### src/rtl/divider_seq.sv
// Sequential restoring divider: one quotient bit per clock, MSB first.
// A start is accepted when ctrl_DIV is high while data_inputRDY is high;
// the quotient appears 32 edges later with a one-cycle data_resultRDY strobe.
// A zero divisor finishes one edge after the start with data_exception = 1.
// Optional feature: define DIVIDER_SIGNED_EN for two's complement operands
// (magnitude division, quotient negated on differing signs, overflow flag).
// Handshake: the start is accepted at a rising edge where ctrl_DIV=1 and
// data_inputRDY=1; data_resultRDY is high for exactly the cycle in DONE.
module divider_seq #(
  parameter int WIDTH = 32
) (
  input  logic             clock,
  input  logic             reset,
  input  logic [WIDTH-1:0] data_operandA,
  input  logic [WIDTH-1:0] data_operandB,
  input  logic             ctrl_DIV,
  output logic [WIDTH-1:0] data_result,
  output logic [WIDTH-1:0] data_exception,
  output logic             data_inputRDY,
  output logic             data_resultRDY,
  output logic [1:0]       state_dbg
);

  typedef enum logic [1:0] {
    IDLE = 2'd0,
    BUSY = 2'd1,
    DONE = 2'd2
  } state_t;

  state_t           state;
  logic [5:0]       count;
  logic [WIDTH:0]   rem;
  logic [WIDTH-1:0] quo;
  logic [WIDTH-1:0] divisor;
  logic             neg;
  logic             ovf;
  logic             div_zero;

  logic [WIDTH-1:0] mag_a;
  logic [WIDTH-1:0] mag_b;
  logic             neg_in;
  logic             ovf_in;
  logic [WIDTH:0]   rem_shift;
  logic [WIDTH:0]   diff;
  logic             q_bit;
  logic [WIDTH:0]   rem_next;
  logic [WIDTH-1:0] quo_next;
  logic [WIDTH-1:0] quo_final;

  assign state_dbg = state;

  // Operand conditioning at start: magnitudes, result sign and overflow case.
  always_comb begin
`ifdef DIVIDER_SIGNED_EN
    mag_a  = data_operandA[WIDTH-1] ? (~data_operandA + 1'b1) : data_operandA;
    mag_b  = data_operandB[WIDTH-1] ? (~data_operandB + 1'b1) : data_operandB;
    neg_in = data_operandA[WIDTH-1] ^ data_operandB[WIDTH-1];
    ovf_in = (data_operandA == {1'b1, {(WIDTH-1){1'b0}}}) &&
             (data_operandB == {WIDTH{1'b1}});
`else
    mag_a  = data_operandA;
    mag_b  = data_operandB;
    neg_in = 1'b0;
    ovf_in = 1'b0;
`endif
  end

  // One restoring step: shift in the next dividend bit, trial-subtract.
  // The borrow lands in bit WIDTH because the remainder stays below the divisor.
  always_comb begin
    rem_shift = {rem[WIDTH-1:0], quo[WIDTH-1]};
    diff      = rem_shift - {1'b0, divisor};
    q_bit     = ~diff[WIDTH];
    rem_next  = q_bit ? diff : rem_shift;
    quo_next  = {quo[WIDTH-2:0], q_bit};
    quo_final = neg ? (~quo_next + 1'b1) : quo_next;
  end

  // Control FSM with registered outputs and the datapath registers.
  always_ff @(posedge clock or posedge reset) begin
    if (reset) begin
      state          <= IDLE;
      count          <= '0;
      rem            <= '0;
      quo            <= '0;
      divisor        <= '0;
      neg            <= 1'b0;
      ovf            <= 1'b0;
      div_zero       <= 1'b0;
      data_result    <= '0;
      data_exception <= '0;
      data_inputRDY  <= 1'b1;
      data_resultRDY <= 1'b0;
    end else begin
      case (state)
        IDLE, DONE: begin
          data_resultRDY <= 1'b0;
          if (ctrl_DIV) begin
            state         <= BUSY;
            data_inputRDY <= 1'b0;
            quo           <= mag_a;
            divisor       <= mag_b;
            rem           <= '0;
            count         <= '0;
            neg           <= neg_in;
            ovf           <= ovf_in;
            div_zero      <= (data_operandB == '0);
          end else begin
            state         <= IDLE;
            data_inputRDY <= 1'b1;
          end
        end
        BUSY: begin
          if (div_zero) begin
            state          <= DONE;
            data_result    <= '0;
            data_exception <= {{(WIDTH-1){1'b0}}, 1'b1};
            data_resultRDY <= 1'b1;
            data_inputRDY  <= 1'b1;
          end else begin
            rem   <= rem_next;
            quo   <= quo_next;
            count <= count + 6'd1;
            if (count == 6'd31) begin
              state          <= DONE;
              data_result    <= quo_final;
              data_exception <= {{(WIDTH-2){1'b0}}, ovf, 1'b0};
              data_resultRDY <= 1'b1;
              data_inputRDY  <= 1'b1;
            end
          end
        end
        default: begin
          state          <= IDLE;
          data_inputRDY  <= 1'b1;
          data_resultRDY <= 1'b0;
        end
      endcase
    end
  end

endmodule

### config.mk
export PLATFORM = sky130hd
export DESIGN_NAME = divider_seq
export DESIGN_NICKNAME = d
export VERILOG_FILES = /design/src/rtl/divider_seq.sv
export SDC_FILE = /design/constraint.sdc
export NUM_CORES = 1
export LEC_CHECK = 0
export BUFFER_PORTS_ARGS = -buffer_cell sky130_fd_sc_hd__buf_2
export CAP_MARGIN = 10
export CORE_AREA = 2 2 165 167
export DETAILED_ROUTE_END_ITERATION = 8
export DIE_AREA = 0 0 167 169
export PLACE_DENSITY_LB_ADDON = 0.2
export REMOVE_ABC_BUFFERS = 1
export SLEW_MARGIN = 20
export SYNTH_ARGS = -nofsm -noshare
export SYNTH_HDL_FRONTEND = slang
export SYNTH_SLANG_ARGS = --single-unit
### constraint.sdc
create_clock -name clock -period 5.36 [get_ports clock]
set_clock_uncertainty 0.05 [all_clocks]
set_input_delay 0.804 -clock clock [delete_from_list [all_inputs] [get_ports clock]]
set_output_delay 0.804 -clock clock [all_outputs]
set_load 0.01 [all_outputs]
# --- Word-level counts from Yosys, hierarchy flattened ---
# Cells that the tools add are included.
totals:
  register_bits: 171
  input_bits: 67
  output_inout_bits: 68
  word_cells: 50
classes:
  n_addsub: 2
  eq_ne: 6
  muxes: 23
  n_bitwise: 1
  reduce_logical: 8
op_table:
  columns: ["op", "n"]
  rows:
  - ["two-way mux 32 bit", 9]
  - ["case mux 32 bit (2 select lines)", 2]
  - ["subtractor 33 x 32 -> 33 bit", 1]
  - ["logical NOT 32 bit", 1]
  - ["two-way mux 6 bit", 2]
  - ["case mux 6 bit (2 select lines)", 1]
  - ["adder 6 x 1 -> 6 bit, second input constant", 1]
  - ["equality test 6 x 5 -> 1 bit, second input constant", 1]
  - ["two-way mux 1 bit", 5]
  - ["two-way mux 2 bit", 2]
  - ["!= test 2 bit, second input constant", 2]
  - ["case mux 2 bit (2 select lines)", 1]
  - ["AND reduction 2 bit", 2]
  - ["nonzero test 2 bit", 2]
  - ["!= test 3 bit, second input constant", 1]
  - ["AND reduction 3 bit", 1]
  - ["equality test 2 x 1 -> 1 bit, second input constant", 1]
  - ["equality test 2 bit, second input constant", 1]
  - ["logical NOT 2 bit", 1]
  - ["case mux 1 bit (2 select lines)", 1]
  - ["OR reduction 2 bit", 1]
  - ["inverter 1 bit", 1]

# --- Logic depth before layout (Yosys ltp) ---
# Gate-level depths: netlist of run 1.
logic_depth:
  word_depth: 4
  ltp_mapped: 14
  ltp_nobuf: 13

# --- Worst setup path after synthesis of run 1 ---
# No wires, ideal clock.
synth_path:
  path_kind: "register to register"
  start: "register rem[3]"
  end: "register rem[29]"
  setup_ns: 0.077
  arrival_time_ns: 2.457
  required_ns: 5.233
  slack_ns: 2.776
  stages_incl_launch_ff: 11
  n_path_buf: 0
  synth_period_minus_slack_ns: 2.584
  path_cell_list: "dfrtp_1 ha_1 a21o_1 a211o_1 o21a_1 o211ai_2 nor3b_4 a21oi_1 mux2i_1 a2111o_1 o21ai_1"
synth_between:
  elab_chain_cells: 4
synth_rtl:
  columns: ["element", "line_no", "source"]
  rows:
  - ["start, declared", "32", "logic [WIDTH:0] rem;"]
  - ["start signal, assigned", "121", "rem <= rem_next;"]
  - ["subtractor 33 x 32 -> 33 bit", "72", "diff = rem_shift - {1'b0, divisor};"]
  - ["two-way mux 32 bit", "74", "rem_next = q_bit ? diff : rem_shift;"]
  - ["two-way mux 32 bit", "114", "if (div_zero) begin"]
  - ["case mux 32 bit (2 select lines)", "95", "case (state)"]
# Every way passes these cells. The select of a mux whose other input is x is not followed.
# A chain may end at the register's enable or synchronous reset.

# --- Final worst setup path of run 1 ---
layout_path:
  start: "register quo[31]"
  end: "register rem[22]"
layout_between:
  elab_chain_cells: 4
layout_rtl:
  columns: ["element", "line_no", "source"]
  rows:
  - ["start, declared", "33", "logic [WIDTH-1:0] quo;"]
  - ["start signal, assigned", "101", "quo <= mag_a;"]
  - ["start signal, assigned", "122", "quo <= quo_next;"]
  - ["subtractor 33 x 32 -> 33 bit", "72", null]
  - ["two-way mux 32 bit", "74", null]
  - ["two-way mux 32 bit", "114", null]
  - ["case mux 32 bit (2 select lines)", "95", null]
# Every way passes these cells. The select of a mux whose other input is x is not followed.

==> results of run 1 <==
[cell families (layout without fill, tap and decap cells)]
group / Yosys count / count (layout) / synth area share [%]
mux: 30 / 30 / 3.83
xor+xnor: 28 / 28 / 3.23
other cells: 1 / 31 / 0.0479
simple gates: 263 / 263 / 15.0
fa+ha+maj: 34 / 34 / 5.53
compound gates: 236 / 236 / 20.2
buf+inv: 119 / 183 / 7.73
flops: 139 / 139 / 44.4
[worst max-delay path: stages (launching register included)]
cell and delay (ns):
dfrtp_1 0.40, inv_1 0.06, ha_1 0.16, inv_1 0.05
fa_1 0.41, a211oi_1 0.29, o211ai_1 0.18, nand3_1 0.12
nand3_2 0.07, nand2_1 0.11, a21oi_2 0.10, xnor2_4 0.58
buf_4 0.46, mux2i_1 0.24, o21ai_1 0.07
[stage by stage]
step / hold slack [ns] / area (sq um) / power [mW] / setup TNS, ns / utilization (%)
after floorplan: 0.400 / 7490 / 5.17 / -76.81 / -
after global placement: 0.422 / 8540 / 6.11 / 0 / 32.2
after detailed placement: 0.428 / 8540 / 6.15 / 0 / 32.2
after CTS: 0.444 / 9120 / 7.38 / 0 / 34.4
after global routing: 0.470 / 9120 / 7.99 / 0 / 34.4
final: 0.438 / 9120 / 7.30 / 0 / 34.4
[cell usage after synthesis, types with 5 or more instances]
cell and n:
o21ai_1 34, a21o_1 13, nand2b_1 7, inv_1 40, buf_1 6, nand2_1 153
xor2_1 15, nor2_1 30, nor4_1 11, buf_4 32, a22o_1 32, nand3_1 16
a22oi_1 31, buf_2 6, nor3_1 16, clkbuf_1 30, o21ai_0 46, mux2i_1 30
nand4_1 8, o31ai_1 5, ha_1 33, o211ai_1 5, a21oi_1 31, dfrtp_1 138
xnor2_1 12, nor2b_1 5
[layout make-up]
cell class,count,area [sq um]
Clock buffer,18,429
Multi-Input combinational cell,622,3910
Timing Repair Buffer,111,576
Tap cell,341,427
Inverter,40,155
Sequential cell,139,3480
Fill cell,2777,17400
Clock inverter,14,151
[metal layers]
layer,vias up,GRT usage [%]
met5,-,0
met4,0,4.80
met3,24,3.11
met2,134,23.8
met1,2959,19.9
li1,3101,-
[state kept, by name (all words and copies together) (netlist names)]
signal	flops
div_zero	1
divisor	32
rem	32
quo	32
data_exception	1
data_resultRDY	1
data_result	32
data_inputRDY	1
count	6
state_dbg	1
[power by group]
group / leakage [nW] / switching (mW) / internal [mW]
registers: 1.73 / 0.286 / 1.55
clock network: 0.280 / 0.529 / 0.660
logic: 2.36 / 2.47 / 1.80
total: 4.37 / 3.29 / 4.01
[worst max path at each step]
stage,endpoint,slack (ns),cells after the start
finish,rem[22],1.85,14
global route,rem[22],1.54,14
CTS,rem[22],1.80,14
detailed placement,rem[20],1.84,14
global placement,rem[15],1.88,14
floorplan,rem[28],-1.49,4
==> metrics.md, run 1 <==
| Metric | Value |
|---|---|
| Reg2Reg Depth | `14` |
| Crit path kind | `flip-flop to flip-flop` |
| H-tree depth | `4` |
| Final setup violation count | `0` |
| Fraction of registers with async set/reset | `100%` |
| Largest net degree at the start of global routing | `106` |
| Nets | `1,032` |
| Register-to-register setup slack | `1.85 ns` |
| Aggregate routed wire length | `20,200 microns` |
| CTS tree | `done` |
| Final number of max-transition violations | `0` |
| Part of the cycle the worst path needs | `65.5%` |
| Io pins | `135` |
| First DRT Iteration DRCs | `approximately 390` |
| P&R area growth vs syn | `16.5%` |
| Share of the yosys chip area belonging to registers | `44.4%` |
| Critical Path Source Type | `flip-flop` |
| Post-Syn Instances | `850` |
| End of the worst register-to-register path | `rem[22]` |
| Peak VDD IR | `0.332 mV` |
| Placed instance count | `~1,300` |
| DP Worst Slack | `around 1.8 ns` |
| Clk slew on worst S/H paths | `roughly 0.07 ns` |
| Worst Hold Depth | `2` |
| Core Area | `roughly 0.027 sq mm` |
| CP Capture Type | `flip-flop` |
| Via count | `6,218` |
| Rel. slew slack | `a little over a third` |
| Crit path max fanout | `25` |
| Initial Utilization | `between 20% and 30%` |
| N_diodes | `0` |
| Yosys warning total | `0` |
| Final ANT Viol Nets | `0` |
| Layout cells sized above 1 | `16.9%` |
| Wire length on met3 | `about 900 microns` |
| Fin crit period | `approximately 3.5 ns` |
| Hold_sp | `divisor[0]` |
| Final hold viol count | `0` |
| Hold endpoint | `divisor[0]` |
| Clock root cell | `clkbuf_16` |
| Worst setup startpoint | `quo[31]` |
| Port Buffers | `103` |
| Num CTS Buffers | `17` |
| Post_cts resized | `0` |
| Vias in the first global route | `roughly 6,300` |
| First-pass GRT wire length | `about 33,000 microns` |
| DRC violations left | `0` |
| Clock Path Buffers | `2` |
| Syn avg cell area | `9.22 sq um` |
| DR top layer | `met4` |
| RSZ-0062 raised after global routing | `no` |
| F_max | `285 MHz` |
| Post-synth top area cell | `dfrtp_1` |
| DR WL met2 | `~9200 microns` |
| Status | `complete, no violations` |
| Number of synthesized register bits | `139` |
| Most frequent cells in the layout | `153 x nand2_1, 138 x dfrtp_1, 103 x buf_2` |
| Top cells by area, synth | `dfrtp_1 44%, nand2_1 7.3%, ha_1 5.3%` |
| Final WS setup | `1.85 ns` |
| Gr ovfl total | `0` |
| # rows | `60` |
| Netlist cell types | `65` |
| Slew at the pin with the worst max-slew slack | `0.970 ns` |
| Worst EP required | `5.61 ns` |
| Max-Cap Viols | `0` |
| Mapped Area | `0.00783 sq mm` |
| Die Wd | `167 microns` |
| Top cell type's share of synthesized area | `44.1%` |
| Most common cell after layout, fill and taps aside | `nand2_1` |
| Leak Pwr | `around 4.4 nW` |
| Cell Count, Final, Fillers Out | `1,285` |
| Postcts setup bufs | `0` |
| Vias/cell | `4.84` |
| EDFF count, synth | `0` |
| Top FF cell, synth | `dfrtp_1` |
| # hold bufs at CTS | `0` |
| TritonRoute pass-1 iters | `5` |
| Placer Congestion | `around 0.83` |
| WL met1 | `9790 microns` |
| Worst-Skew Late Latency | `0.43 ns` |
| Die Y | `169 microns` |
| Worst path arrival time | `~3.8 ns` |
| DPL Wire Length | `~14,000 microns` |
| Worst min path class | `flip-flop to flip-flop` |
| Reg2reg start | `quo[31]` |
| P per Cell Area | `800 mW/mm^2` |
| GRT Total Usage | `between 10% and 20%` |
| TritonCTS sink count | `139` |
| Die Footprint | `0.0282 sq mm` |
| WL per Instance | `between 15 and 20 microns` |
| Initial antenna violation count | `0` |
Note: power is estimated with default switching activity, not from simulation.
==> run 2, diff against run 1 <==
Clock period 5.36 ns to 3 ns, I/O delays scaled along.
==> run 2 against run 1 <==
Sequential share of layout area decreased by 1.3 points. Register-to-register slack got worse by 1.7 ns. Cell count increased by 1.6%. Critical path depth increased by 1. Final area increased by 3.5%. Highest routed layer unchanged.
==> metrics.md, run 2 (synthesized netlist as in run 1, its figures left out) <==
| Metric | Value |
|---|---|
| Clock Path Buffers | `2 (unchanged)` |
| GRT met2 Usage | `23.8% (unchanged)` |
| Core Area | `0.0265 sq mm (unchanged)` |
| Die Footprint | `0.0282 sq mm (unchanged)` |
| Part of the cycle the worst path needs | `94.2% (+29 points)` |
| Most common cell after layout, fill and taps aside | `nand2_1` |
| First DRT Iteration DRCs | `462 (+19%)` |
| Met3 GRT Util | `3.44% (+0.33 points)` |
| Via count | `6,375 (+2.5%)` |
| Cell Area, Placed | `0.00869 sq mm (+1.7%)` |
| Aggregate routed wire length | `21,000 microns (+3.9%)` |
| Leak Pwr | `4.52 nW (+3.5%)` |
| GRT Total Usage | `15.0% (+0.23 points)` |
| DPL Wire Length | `14,500 microns (+4.2%)` |
| Largest net degree at the start of global routing | `99 (-6.6%)` |
| Vias in the first global route | `6,314 (+0.063%)` |
| Initial antenna violation count | `0 (unchanged)` |
| Final setup violation count | `0 (unchanged)` |
| DRC violations left | `0 (unchanged)` |
| Initial Utilization | `29.6% (unchanged)` |
| H-tree depth | `4 (unchanged)` |
| Peak VDD IR | `0.764 mV (+130%)` |
| Worst min path class | `input pin to asynchronous set/reset pin` |
| # rows | `60 (unchanged)` |
| TritonRoute pass-1 iters | `5 (unchanged)` |
| Nets | `1,054 (+2.1%)` |
| Max-Cap Viols | `0 (unchanged)` |
| CTS tree | `done` |
| F_max | `354 MHz (+24%)` |
| Clock root cell | `clkbuf_16` |
| Worst path arrival time | `3.13 ns (-0.63 ns)` |
| Worst-Skew Late Latency | `0.43 ns (about the same)` |
| Clk slew on worst S/H paths | `0.07 ns (about the same)` |
| Most frequent cells in the layout | `152 x nand2_1, 138 x dfrtp_1, 103 x buf_2` |
| Worst EP required | `3.31 ns (-2.30 ns)` |
| Slew at the pin with the worst max-slew slack | `0.942 ns (-0.0279 ns)` |
| Critical Path Source Type | `flip-flop` |
| GR peak layer | `met2` |
| Port Buffers | `103 (unchanged)` |
| Crit path max fanout | `12 (-52%)` |
| Final ANT Viol Nets | `0 (unchanged)` |
| Status | `complete, no violations` |
| P&R area growth vs syn | `20.6%` |
| Crit path kind | `flip-flop to flip-flop` |
| Final number of max-transition violations | `0 (unchanged)` |
| Die Wd | `167 microns (unchanged)` |
| Final WS setup | `0.173 ns (-1.68 ns)` |
| CP Capture Type | `flip-flop` |
| Final hold viol count | `0 (unchanged)` |
| Rel. slew slack | `37.0% (+1.9 points)` |
| Io pins | `135 (unchanged)` |
| Vias/cell | `4.88 (+0.88%)` |
| Gr ovfl total | `0 (unchanged)` |
| Layout cells sized above 1 | `19.7% (+2.7 points)` |
| P per Cell Area | `1520 mW/mm^2 (+90%)` |
| GRT met1 Usage | `20.7% (+0.78 points)` |
| DP Worst Slack | `0.0722 ns (-1.76 ns)` |
| Die Y | `169 microns (unchanged)` |
| Fin crit period | `2.83 ns (-0.683 ns)` |
| N_diodes | `0 (unchanged)` |
| Num CTS Buffers | `17 (unchanged)` |
| Layout fillers | `2,703 (-2.7%)` |
| TritonCTS sink count | `139 (unchanged)` |
| First-pass GRT wire length | `33,800 microns (+1.3%)` |
| Fin area | `0.00945 sq mm (+3.5%)` |
| WL per Instance | `16.1 microns (+2.2%)` |
| Placer Congestion | `0.814 (-2.4%)` |
[run 2: cell count changes in the layout (fill, tap and decap cells not counted), sizes merged]
cell,delta
inv,-2
buf,+19
clkbuf,+2
bufinv,+1
clkinv,+1
[run 2: what timing repair did]
action,in CTS,in global routing
endpoints found under the setup margin,0,34
hold buffers,0,0
buffers inserted,0,6
resized for setup,0,11
[run 2: worst paths after layout]
kind | from | end | slack (ns) | cells past startpoint
worst max register to register | quo[31] | rem[29] | 0.17 | 15
min in group clock | data_operandB[1] | divisor[1] | 0.19 | 3
worst min register to register | data_result[15] | data_result[15] | 0.45 | 1
worst min-delay path | reset | quo[11] | 0.04 | 2
worst max-delay path | quo[31] | rem[29] | 0.17 | 15
max in group asynchronous | reset | rem[6] | 2.12 | 3
[run 2: critical path, cell delays in order (launching register included)]
cell       delay [ns]
dfrtp_1          0.39
inv_1            0.07
ha_2             0.19
inv_2            0.04
fa_2             0.36
a211oi_2         0.22
o211ai_1         0.17
nand3_1          0.12
nand3_2          0.08
nand2_2          0.11
a21oi_4          0.08
xnor2_4          0.17
buf_12           0.15
clkbuf_16        0.17
a2111o_1         0.28
o21ai_1          0.11
[run 2: per-stage QoR]
stage               total power, mW  utilization, %  hold slack (ns)  TNS [ns]  std cells
floorplan                      9.24               -            0.400   -409.23        801
global placement               11.3            32.8            0.432         0       1266
detailed placement             11.4            32.8            0.436         0       1266
CTS                            13.6            35.0           0.0624         0       1297
global route                   15.6            35.6           0.0869  -0.00642       1306
finish                         14.3            35.6           0.0400         0       1306
[run 2: routing by layer]
layer  part of all wire, %  wire (microns)  vias up
met1                    48           10100     3035
met2                    46            9640      164
met3                   4.3             910       23
met5                     0               0        -
li1                      -               -     3153
met4                   1.6             344        0
[run 2: where the power goes]
part | internal [mW] | switching [mW] | total, mW | leakage (nW)
registers | 2.77 | 0.530 | 3.30 | 1.73
logic | 4.12 | 4.77 | 8.89 | 2.51
clock network | 1.24 | 0.909 | 2.15 | 0.285
total | 8.13 | 6.21 | 14.3 | 4.52
[run 2: final cells by class]
type / count / area [sq um] / share of cell area [%]
repair buffers: 133 / 860 / 9.10
clock buffers: 17 / 425 / 4.50
flip-flops and latches: 139 / 3480 / 36.8
well taps: 341 / 427 / 4.52
clock inverters: 14 / 160 / 1.70
multi-input cells: 622 / 3940 / 41.7
inverters: 40 / 155 / 1.64
==> run 3, diff against run 2 <==
Settings changed: CORE_AREA 2 2 165 167 to 2 2 127 129, DIE_AREA 0 0 167 169 to 0 0 129 131.
==> run 3 against run 2 <==
Via count about the same. Critical path type unchanged. Power decreased by 3.9%. Die area decreased by 40%.
==> metrics.md, run 3 (synthesized netlist as in run 1, its figures left out) <==
| Metric | Value |
|---|---|
| Crit path max fanout | `21 (+9)` |
| First DRT Iteration DRCs | `351 (-24%)` |
| Status | `complete, no violations` |
| Final hold viol count | `0 (unchanged)` |
| Io pins | `135 (unchanged)` |
| Vias in the first global route | `6,157 (-2.5%)` |
| Final setup violation count | `0 (unchanged)` |
| Rel. slew slack | `40.0% (+3.0 points)` |
| Largest delay share family, worst path | `adder cells` |
| # hold bufs at CTS | `0 (unchanged)` |
| Most frequent cells in the layout | `152 x nand2_1, 138 x dfrtp_1, 103 x buf_2` |
| Final number of max-transition violations | `0 (unchanged)` |
| Leak Pwr | `4.44 nW (-1.8%)` |
| Final ANT Viol Nets | `0 (unchanged)` |
| Vias/cell | `5.44 (+11%)` |
| Critical Path Source Type | `flip-flop` |
| Crit path kind | `flip-flop to flip-flop` |
| Port Buffers | `103 (unchanged)` |
| Nets | `1,044 (-0.95%)` |
| Via count | `6,370 (-0.078%)` |
| Fin area | `0.00913 sq mm (-3.3%)` |
| Largest net degree at the start of global routing | `99 (unchanged)` |
| Clk slew on worst S/H paths | `0.07 ns (about the same)` |
| Clock root cell | `clkbuf_16` |
| Cell Count, Final, Fillers Out | `1,172 (-10%)` |
| Worst path arrival time | `3.11 ns (-0.02 ns)` |
| GRT Total Usage | `22.4% (+7.4 points)` |
| # rows | `46 (-23%)` |
| Overall power | `13.8 mW (-3.9%)` |
| CP Cell Sequence | `inv_1 -> ha_1 -> inv_1 -> fa_2 -> a211oi_2 -> o211ai_1 -> nand3_1 -> nand3_2 -> nand2_2 -> a21oi_2 -> xnor2_4 -> buf_4 -> buf_12 -> mux2i_1 -> o21ai_1` |
| Part of the cycle the worst path needs | `95.4% (+1.2 points)` |
| Max-Cap Viols | `0 (unchanged)` |
| CP Buf/Inv Count | `4 (unchanged)` |
| TritonRoute pass-1 iters | `5 (unchanged)` |
| WL per Instance | `15.5 microns (-3.6%)` |
| Placed instance count | `1,135 (-10%)` |
| Slew at the pin with the worst max-slew slack | `0.901 ns (-0.0412 ns)` |
| Aggregate routed wire length | `18,200 microns (-13%)` |
| Die Wd | `129 microns (-23%)` |
| CTS tree | `done` |
| CP max stage cell | `dfrtp_1` |
| Core Area | `0.0156 sq mm (-41%)` |
| Num CTS Buffers | `17 (unchanged)` |
| DRC violations left | `0 (unchanged)` |
| Clock Path Buffers | `2 (unchanged)` |
| Critical path's largest stage delay | `0.39 ns (about the same)` |
| Placer Congestion | `0.884 (+8.6%)` |
| First-pass GRT wire length | `30,100 microns (-11%)` |
| Fin crit period | `2.86 ns (+0.0358 ns)` |
| DPL Wire Length | `12,200 microns (-16%)` |
| Initial Utilization | `50.2% (+21 points)` |
| F_max | `349 MHz (-1.3%)` |
| TritonCTS sink count | `139 (unchanged)` |
| CP Capture Type | `flip-flop` |
| Worst min path class | `input pin to asynchronous set/reset pin` |
| Worst EP required | `3.24 ns (-0.07 ns)` |
| P per Cell Area | `1510 mW/mm^2 (-0.60%)` |
| Die Y | `131 microns (-22%)` |
| Critical path's most frequent cell | `inv_1` |
| Initial antenna violation count | `0 (unchanged)` |
| Peak VDD IR | `0.909 mV (+19%)` |
| Gr ovfl total | `0 (unchanged)` |
| P&R area growth vs syn | `16.6%` |
| Cell Area, Placed | `0.00847 sq mm (-2.5%)` |
| H-tree depth | `4 (unchanged)` |
| Most common cell after layout, fill and taps aside | `nand2_1` |
| N_diodes | `0 (unchanged)` |
| Die Footprint | `0.0169 sq mm (-40%)` |
| Layout cells sized above 1 | `18.8% (-0.86 points)` |
| Worst-Skew Late Latency | `0.43 ns (about the same)` |
==> run 3: cell types whose count changed in the layout (fill, tap and decap cells not counted), moves of 2 or more <==
| cell | before | now |
|---|---|---|
| clkinv_4 | 1 | 4 |
| bufinv_16 | 2 | 0 |
| buf_12 | 5 | 3 |
| buf_4 | 21 | 14 |
| clkinv_2 | 2 | 0 |
==> run 3: path summary, 6_finish.rpt <==
kind	startpoint	end	slack, ns	depth (start not counted)
hold / removal	reset	data_result[12]	0.08	2
setup reg to reg	quo[31]	rem[18]	0.14	15
max in group asynchronous	reset	rem[17]	2.10	3
hold reg to reg	data_result[18]	data_result[18]	0.45	1
setup / recovery	quo[31]	rem[18]	0.14	15
min in group clock	data_operandB[10]	divisor[10]	0.19	3
==> run 3: worst reg2reg max path: cells and delay by family, from the launching register on <==
kind,cells,cell delay (ns)
flip-flops,1,0.39
AND/OR/NAND/NOR,3,0.29
multiplexers,1,0.26
AO/OA/AOI/OAI,4,0.54
adder cells (fa/ha/maj),2,0.56
buffers and inverters,4,0.45
XOR/XNOR,1,0.20
==> run 3: final cells by class <==
class                   instances  area [sq um]
well taps                     216           270
flip-flops and latches        139          3480
clock buffers                  18           439
clock inverters                14           125
multi-input cells             622          3920
fillers                      1392          6460
repair buffers                123           742
inverters                      40           155
==> run 3: repair_timing <==
action | CTS | global route
endpoints found under the setup margin | 0 | 28
buffers inserted | 0 | 2
gates resized for setup | 0 | 8
==> run 3: stage by stage <==
stage	setup slack (ns)	hold slack (ns)	util [%]	TNS [ns]
detailed placement	0.0735	0.436	54.3	0
global placement	0.207	0.433	54.3	0
global route	-0.0490	0.113	58.6	-0.187
finish	0.137	0.0807	58.6	0
floorplan	-3.52	0.400	-	-409.23
CTS	0.0368	0.103	57.9	0
==> run 3: where the power goes <==
group / switching (mW) / internal, mW
Clock: 0.908 / 1.11
Sequential: 0.523 / 2.77
Combinational: 4.63 / 3.84
==> run 3: layer usage <==
metal | global-route usage [%] | wire [microns] | part of all wire, % | vias up
met5 | 0 | 0 | 0 | -
met4 | 6.01 | 208 | 1.1 | 0
met3 | 4.93 | 801 | 4.4 | 19
met2 | 36.7 | 8480 | 47 | 159
met1 | 30.3 | 8690 | 48 | 3061
li1 | - | - | - | 3131
